File: config.mk
export PLATFORM = sky130hd
export DESIGN_NAME = multiport_regfile
export DESIGN_NICKNAME = d
export VERILOG_FILES = /design/src/rtl/multiport_regfile_pkg.sv /design/src/rtl/regfile_clear_ctrl.sv /design/src/rtl/multiport_regfile.sv
export SDC_FILE = /design/constraint.sdc
export NUM_CORES = 2
export LEC_CHECK = 0
export BUFFER_PORTS_ARGS = -buffer_cell sky130_fd_sc_hd__buf_2
export CORE_AREA = 2 2 399 401
export CTS_BUF_LIST = sky130_fd_sc_hd__clkbuf_8 sky130_fd_sc_hd__clkbuf_16
export CTS_CLUSTER_DIAMETER = 150
export DETAILED_ROUTE_END_ITERATION = 7
export DIE_AREA = 0 0 401 403
export PLACE_DENSITY = 0.52
export SETUP_SLACK_MARGIN = 0.15
export SLEW_MARGIN = 0
export SYNTH_ARGS = -nofsm -noshare
export SYNTH_HDL_FRONTEND = slang
export SYNTH_SLANG_ARGS = --single-unit
File: constraint.sdc
create_clock -name clk -period 4.5 [get_ports clk]
set_input_delay 1.125 -clock clk [delete_from_list [all_inputs] [get_ports clk]]
set_output_delay 1.125 -clock clk [all_outputs]
set_load 0.1 [all_outputs]
File: src/rtl/multiport_regfile_pkg.sv
// Shared types and default sizing for the multiport register file.
// Holds the sweep-clear FSM state encoding used by the clear controller.
package multiport_regfile_pkg;

    localparam int unsigned XLEN_DEF     = 32;
    localparam int unsigned NREGS_DEF    = 32;
    localparam int unsigned NRP_DEF      = 2;
    localparam int unsigned NWP_DEF      = 1;
    localparam int unsigned BYPASS_DEF   = 1;
    localparam int unsigned ZERO_REG_DEF = 1;

    typedef enum logic [1:0] {
        ClrIdle  = 2'd0,
        ClrSweep = 2'd1,
        ClrDone  = 2'd2
    } clr_state_e;

endpackage

File: src/rtl/regfile_clear_ctrl.sv
// Sweep-clear sequencer: walks every register index once, then pulses done.
// Busy covers both the sweep and the done cycle so the datapath can block writes.
module regfile_clear_ctrl
    import multiport_regfile_pkg::*;
#(
    parameter int unsigned NREGS = NREGS_DEF,
    parameter int unsigned AW    = $clog2(NREGS)
) (
    input  logic          clk,
    input  logic          rst_n,
    input  logic          clr_req,
    output logic          busy,
    output logic          done,
    output logic [AW-1:0] idx,
    output logic          clr_we
);

    localparam logic [AW-1:0] LastIdx = AW'(NREGS - 1);

    clr_state_e    state_q, state_d;
    logic [AW-1:0] idx_q, idx_d;

    always_ff @(posedge clk or negedge rst_n) begin
        if (!rst_n) begin
            state_q <= ClrIdle;
            idx_q   <= '0;
        end else begin
            state_q <= state_d;
            idx_q   <= idx_d;
        end
    end

    always_comb begin
        state_d = state_q;
        idx_d   = idx_q;
        busy    = 1'b0;
        done    = 1'b0;
        clr_we  = 1'b0;
        unique case (state_q)
            ClrIdle: begin
                if (clr_req) begin
                    state_d = ClrSweep;
                    idx_d   = '0;
                end
            end
            ClrSweep: begin
                busy   = 1'b1;
                clr_we = 1'b1;
                // Counter wraps naturally back to 0 after the last register.
                idx_d  = idx_q + 1'b1;
                if (idx_q == LastIdx) begin
                    state_d = ClrDone;
                end
            end
            ClrDone: begin
                busy    = 1'b1;
                done    = 1'b1;
                state_d = ClrIdle;
            end
            default: begin
                state_d = ClrIdle;
            end
        endcase
    end

    assign idx = idx_q;

endmodule

File: src/rtl/multiport_regfile.sv
// Parameterised multi-read/multi-write register file with optional write
// forwarding, hardwired zero register and a one-register-per-cycle sweep clear.
module multiport_regfile
    import multiport_regfile_pkg::*;
#(
    parameter int unsigned XLEN     = XLEN_DEF,
    parameter int unsigned NREGS    = NREGS_DEF,
    parameter int unsigned NRP      = NRP_DEF,
    parameter int unsigned NWP      = NWP_DEF,
    parameter int unsigned BYPASS   = BYPASS_DEF,
    parameter int unsigned ZERO_REG = ZERO_REG_DEF,
    localparam int unsigned AW      = $clog2(NREGS)
) (
    input  logic                clk,
    input  logic                rst_n,
    input  logic [NRP*AW-1:0]   ra,
    output logic [NRP*XLEN-1:0] rd,
    input  logic [NWP-1:0]      we,
    input  logic [NWP*AW-1:0]   wa,
    input  logic [NWP*XLEN-1:0] wd,
    input  logic                clr_req,
    output logic                clr_busy,
    output logic                clr_done
);

    logic [XLEN-1:0] regs_q [NREGS];

    logic [AW-1:0]   ra_arr [NRP];
    logic [AW-1:0]   wa_arr [NWP];
    logic [XLEN-1:0] wd_arr [NWP];
    logic [NWP-1:0]  wr_ok;

    logic [AW-1:0]   clr_idx;
    logic            clr_we;
    logic            busy;

    regfile_clear_ctrl #(
        .NREGS (NREGS),
        .AW    (AW)
    ) u_clear_ctrl (
        .clk     (clk),
        .rst_n   (rst_n),
        .clr_req (clr_req),
        .busy    (busy),
        .done    (clr_done),
        .idx     (clr_idx),
        .clr_we  (clr_we)
    );

    assign clr_busy = busy;

    always_comb begin
        for (int unsigned p = 0; p < NRP; p++) begin
            ra_arr[p] = ra[p*AW +: AW];
        end
        for (int unsigned w = 0; w < NWP; w++) begin
            wa_arr[w] = wa[w*AW +: AW];
            wd_arr[w] = wd[w*XLEN +: XLEN];
            // Register 0 absorbs nothing when it is hardwired.
            wr_ok[w]  = we[w] && !busy && !((ZERO_REG != 0) && (wa_arr[w] == '0));
        end
    end

    // Later write ports overwrite earlier ones, so port NWP-1 wins on conflict.
    always_ff @(posedge clk or negedge rst_n) begin
        if (!rst_n) begin
            for (int unsigned i = 0; i < NREGS; i++) begin
                regs_q[i] <= '0;
            end
        end else if (clr_we) begin
            regs_q[clr_idx] <= '0;
        end else begin
            for (int unsigned w = 0; w < NWP; w++) begin
                if (wr_ok[w]) begin
                    regs_q[wa_arr[w]] <= wd_arr[w];
                end
            end
        end
    end

    always_comb begin
        rd = '0;
        for (int unsigned p = 0; p < NRP; p++) begin
            logic [XLEN-1:0] val;
            val = regs_q[ra_arr[p]];
            if (BYPASS != 0) begin
                for (int unsigned w = 0; w < NWP; w++) begin
                    if (wr_ok[w] && (wa_arr[w] == ra_arr[p])) begin
                        val = wd_arr[w];
                    end
                end
            end
            if ((ZERO_REG != 0) && (ra_arr[p] == '0)) begin
                val = '0;
            end
            rd[p*XLEN +: XLEN] = val;
        end
    end

endmodule

# Word level (Yosys, flattened, before mapping)

Index checks and enable logic that the tools add are counted.
Widths: inputs -> output; s select.

Bits in registers: 1,031
Input port bits: 51
Output and inout port bits: 66

$add $sub $neg: 1
$lt $le $gt $ge: 6
Eq/ne operators: 7
Muxes and demuxes: 25
Bitwise logic cells: 6
Reduce and logical (&&, ||, !) cells: 17

Operators with widths:

| cell                 | number |
|---|---|
| $mux 1024            | 2 |
| $and 1024x1024->1024 | 1 |
| $bwmux 1024          | 1 |
| $not 1024->1024      | 1 |
| $bmux 32 s5          | 2 |
| $demux 32 s5         | 2 |
| $mux 32              | 10 |
| $ge 6x6->1 const B   | 4 |
| $not 5->6            | 4 |
| $logic_not 5->1      | 3 |
| $lt 6x1->1 const B   | 2 |
| $eq 5x5->1           | 2 |
| $pmux 5 s2           | 1 |
| $logic_and 1x1->1    | 6 |
| $add 5x1->5 const B  | 1 |
| $eq 5x5->1 const B   | 1 |
| $mux 5               | 1 |
| $mux 2               | 2 |
| $pmux 2 s2           | 1 |
| $reduce_and 2->1     | 2 |
| $reduce_bool 2->1    | 2 |
| $mux 1               | 3 |
| $eq 2x1->1 const B   | 1 |
| $eq 2x2->1 const B   | 1 |
| other kinds (5)      | 6 |

# Longest topological paths before layout

Depth after elaboration: 9
Gate-level depth with buffers: 9

# Modules after synthesis

Synthesis repeated with hierarchy kept, for this count alone.

Cell total of the unflattened synthesis: 4,306
Area, all modules: 54,248.3 µm²

Modules (own cells, without submodules):

| module             | instances | cells each | area an instance (µm²) | sequential area each (µm²) |
|---|---|---|---|---|
| multiport_regfile  | 1         | 4,266      | 53,827.9               | 25,624.6 |
| regfile_clear_ctrl | 1         | 40         | 420.4                  | 175.2 |

# Worst setup path before layout

OpenSTA, ideal clock, no wires.

Kind: in2out
From: input wa[2]
To: output rd[48]
Arrival time: 4.647 ns
Data required time: 3.375 ns
Path slack: -1.272 ns
Cell stages on the path: 8
Path buffers: 3
Path through: buf_6 > or3_4 > o31ai_4 > or3_1 > buf_2 > buf_4 > nor2_1 > a211oi_1

Word-level cells in the longest chain between the ends: 6

Ends and longest elaborated chain:

| what                  | RTL line                | source |
|---|---|---|
| from (decl)           | multiport_regfile.sv:19 | `input logic [NWP*AW-1:0] wa,` |
| $logic_not 5->1       | multiport_regfile.sv:60 | `wr_ok[w] = we[w] && !busy && !((ZERO_REG != 0) && (wa_arr[w] == '0));` |
| $logic_not 1->1       | multiport_regfile.sv:60 |  |
| $logic_and 1x1->1     | multiport_regfile.sv:60 |  |
| $logic_and 1x1->1 (*) | multiport_regfile.sv:88 | `if (wr_ok[w] && (wa_arr[w] == ra_arr[p])) begin` |
| $mux 32 (*)           | multiport_regfile.sv:88 |  |
| $mux 32 (*)           | multiport_regfile.sv:93 | `if ((ZERO_REG != 0) && (ra_arr[p] == '0)) begin` |
| to (decl)             | multiport_regfile.sv:17 | `output logic [NRP*XLEN-1:0] rd,` |

Every way passes the cells marked *; elsewhere a longest branch is shown, timed or not.

# Worst setup path after layout

From: input ra[0]
To: output rd[24]

Word-level cells in the longest chain between the ends: 6

Ends and longest elaborated chain:

| what                                       | RTL line                | source |
|---|---|---|
| from (decl)                                | multiport_regfile.sv:16 | `input logic [NRP*AW-1:0] ra,` |
| $not 5->6 (not written as such)            | multiport_regfile.sv:85 | `val = regs_q[ra_arr[p]];` |
| $bmux 32 s5                                | multiport_regfile.sv:85 |  |
| $mux 32 (not written as such) (2 in a row) | multiport_regfile.sv:85 |  |
| $mux 32                                    | multiport_regfile.sv:88 |  |
| $mux 32 (*)                                | multiport_regfile.sv:93 |  |

Every way passes the cells marked *; elsewhere a longest branch is shown, timed or not. The select of a mux whose other input is x is not followed.

==> impl_results.md <==
- Final setup violation count: 0
- Placer congestion estimate: 0.921
- Routed WL: 262000 um
- Syn Nets: 4379
- Final period utilization: 99.2%
- Global routing's busiest layer: met2
- Final min period: 4.47 ns
- Setup Crit Path Kind: input pin to output port
- Clock-pin slew on the worst setup and hold paths: 0.06 ns
- Post-route setup slack: 0.0338 ns
- RR Endpoint: regs_q[728]$_DFFE_PN0P_
- CTS Root Cell: clkbuf_16
- Post-synth top area cell: dfrtp_1
- Fin area: 0.0705 mm^2
- CTS tree: yes
- Clk_skew: 0.0209 ns
- Pwr dens: 473 mW/mm^2
- DR vias: 47100
- Clk_lat worst skew: 0.76 ns
- Antenna violations before repair: 9
- Startpoint types: input pin
- Worst Path Arrival: 3.34 ns
- Cells after DPL: 6530
- Most common cell after layout, fill and taps aside: dfrtp_1
- Chip Height: 403 um
- Commonest cells after routing, fill and taps aside: dfrtp_1, a22o_1, buf_4
- Vias in the first global route: 45600
- Final hold slack: 0.364 ns
- GR Util met3: 10.4%
- I/O Buffers: 116
- Number of synthesized flops with an enable pin: 0
- Crit path capture type: output port
- Async SR Flop Fraction: 100%
- Rel. slew slack: 11.9%
- Htree depth: 3
- Pin count of the biggest net entering global routing: 115
- Avg Inst Size Synth: 12.7 um^2
- Clock tree sinks: 1031
- Psw: 11.2 mW
- Post-Layout Cell Count: 6854
- Critical path depth in cells: 10
- Area of placed instances: 0.0629 mm^2
- Initial Util: 34.8%
- Setup total negative slack: 0 ns
- Share of layout cells above drive strength 1: 36.6%
- Gr usage total: 31.6%
- R2R Setup Slk: 1.01 ns
- Worst Hold Class: input pin to async pin
- FMAX: 0.224 GHz
- Die X: 401 um
- WP buf/inv: 5
- Net Sw Frac: 33.5%
- Met1 Usage GRT: 43.1%
- RSZ-0062 raised after global routing: yes
- Num CTS Buffers: 114
- WL/cell: 38.2 um
- Crit Path Max Fanout: 7
- Met2 Track Usage GR: 45.9%
- Synth warnings: 0
- Worst-path cell chain: buf_16 -> buf_16 -> buf_12 -> buf_12 -> mux2i_2 -> a221oi_2 -> a22oi_1 -> a21o_1 -> o211ai_1 -> clkbuf_16
- Mapped Cells: 4319
- Worst-margin pin slew: 1.32 ns
- PnR Total Power: 33.3 mW
- Sequential power share: 40.4%
- Post-route ant nets: 0
- Max-Cap Viols: 0
- Final core occ: 44.8%
- Post-synth cell types: 67
- Full die area: 0.162 mm^2
- Final hold violation count: 0
- #FFs+latches synth: 1031
- Seq/Total Area, Yosys: 47.1%
- Hold buffer count at cts: 0
- First-pass GRT wire length: 366000 um
- Longest Clk Path Bufs: 3
- Yosys top cell area share: 47.1%
- VDD IR max: 335 uV
- Core footprint: 0.157 mm^2
- CP max stage delay: 0.41 ns
- Gate power share: 29.8%
- Pins Over Slew Limit: 0
- Iteration-0 DRC Markers: 6339
- Largest cells by area after synthesis: dfrtp_1, a22o_1, mux4_2
- Reg-to-reg startpoint: u_clear_ctrl.state_q[0]$_DFFE_PN0P_
- Final net count: 4747
- Main synth FF type: dfrtp_1
- Final routed DRC violation total: 0
- GRT overflow: 0
- Status: complete, no violations
- Mapped cell area: 0.0548 mm^2
- # IOs: 117
- Reg2reg path depth: 9
- Std cell rows: 146
- Total iterations of the first detailed-routing run: 6
- Master of the slowest instance on the critical path: o211ai_1
- Critical path required time: 3.38 ns
- Lkg Pwr: 31.4 nW
- Top delay family on crit path: compound AO/OA/AOI/OAI gates
- Area Overhead vs Synth: 28.6%
- Avg Vias per Cell: 6.87
- HPWL after detailed placement: 165000 um
- Clock power share: 29.8%
- Internal: 22.1 mW
- Pre-CTS setup slack: -0.590 ns
==> power by group through the flow <==
| stage | Combinational, mW | Clock, mW | Sequential, mW |
|---|---|---|---|
| after floorplan | 6.15 | 0 | 12.8 |
| after global placement | 9.02 | 0 | 13.4 |
| after detailed placement | 9.13 | 0 | 13.4 |
| after CTS | 9.49 | 9.99 | 13.3 |
| after global routing | 10.4 | 10.4 | 13.7 |
| final | 9.95 | 9.93 | 13.4 |
==> final cells by class <==
cell class	count	area (um^2)
fillers	14200	87000
multi-input cells	2714	28800
flip-flops and latches	1031	25800
repair buffers	817	9320
clock buffers	148	3350
well taps	2072	2590
clock inverters	60	561
inverters	9	33.8
diodes	3	7.51
==> Yosys cell counts (6+ instances only) <==
| master | n |
|---|---|
| nand3_1 | 15 |
| mux4_2 | 296 |
| buf_6 | 30 |
| a22oi_1 | 42 |
| nand2b_1 | 28 |
| o211ai_1 | 7 |
| o31ai_1 | 7 |
| buf_2 | 104 |
| a221oi_1 | 60 |
| mux2i_1 | 293 |
| nor3b_1 | 10 |
| nor3_1 | 35 |
| o221ai_1 | 14 |
| mux2_2 | 119 |
| dfrtp_1 | 1031 |
| buf_1 | 35 |
| nor2_1 | 117 |
| nor3_2 | 11 |
| a22o_1 | 994 |
| o21bai_1 | 6 |
| nor2b_1 | 63 |
| o21ai_0 | 55 |
| a31oi_1 | 20 |
| a211o_1 | 6 |
| nand2_1 | 64 |
| clkbuf_1 | 353 |
| buf_4 | 25 |
| a2111oi_0 | 46 |
| o22ai_1 | 86 |
| a211oi_1 | 82 |
| a21oi_1 | 67 |
| buf_8 | 9 |
| ha_1 | 9 |
| nor4_1 | 18 |
| inv_1 | 7 |
| xnor2_1 | 10 |
| a221o_1 | 43 |
| and2_1 | 38 |
==> per-layer routing <==
| metal | vias up | wire length [um] | part of all wire (%) |
|---|---|---|---|
| met5 | - | 109 | 0.042 |
| met4 | 8 | 13800 | 5.3 |
| met3 | 736 | 32900 | 13 |
| met2 | 3520 | 111000 | 43 |
| met1 | 24800 | 104000 | 40 |
| li1 | 18000 | - | - |
==> logic make-up after synthesis <==
logic type,count (synthesis),share of synthesized area (%)
AOI/OAI and AO/OA,1560,23.4
xor gates and xnor gates,10,0.160
adders and majority gates,9,0.205
buffers and inverters,574,5.09
DFF,1031,47.1
muxes,708,20.0
and+or+nand+nor,427,4.13
==> state kept, by name (all words and copies together) (netlist names) <==
signal	cells
u_clear_ctrl.idx	5
u_clear_ctrl.state_q	2
regs_q	1024
==> worst max path at each step <==
stage           from  endpoint  slack, ns
3_3_place_gp   ra[0]     rd[2]      -0.61
6_report       ra[0]    rd[24]       0.03
2_1_floorplan  ra[0]    rd[24]      -0.42
5_1_grt        ra[0]    rd[20]     -0.006
3_5_place_dp   ra[4]     rd[2]      -0.59
4_1_cts        ra[0]    rd[24]       0.07
==> timing repair <==
action | CTS | global route
setup endpoints to repair | 64 | 64
resized for setup | 239 | 257
pin swaps | 55 | 95
gates cloned | 13 | 3
buffers inserted | 61 | 37
Power figures use the tool's default switching activity.
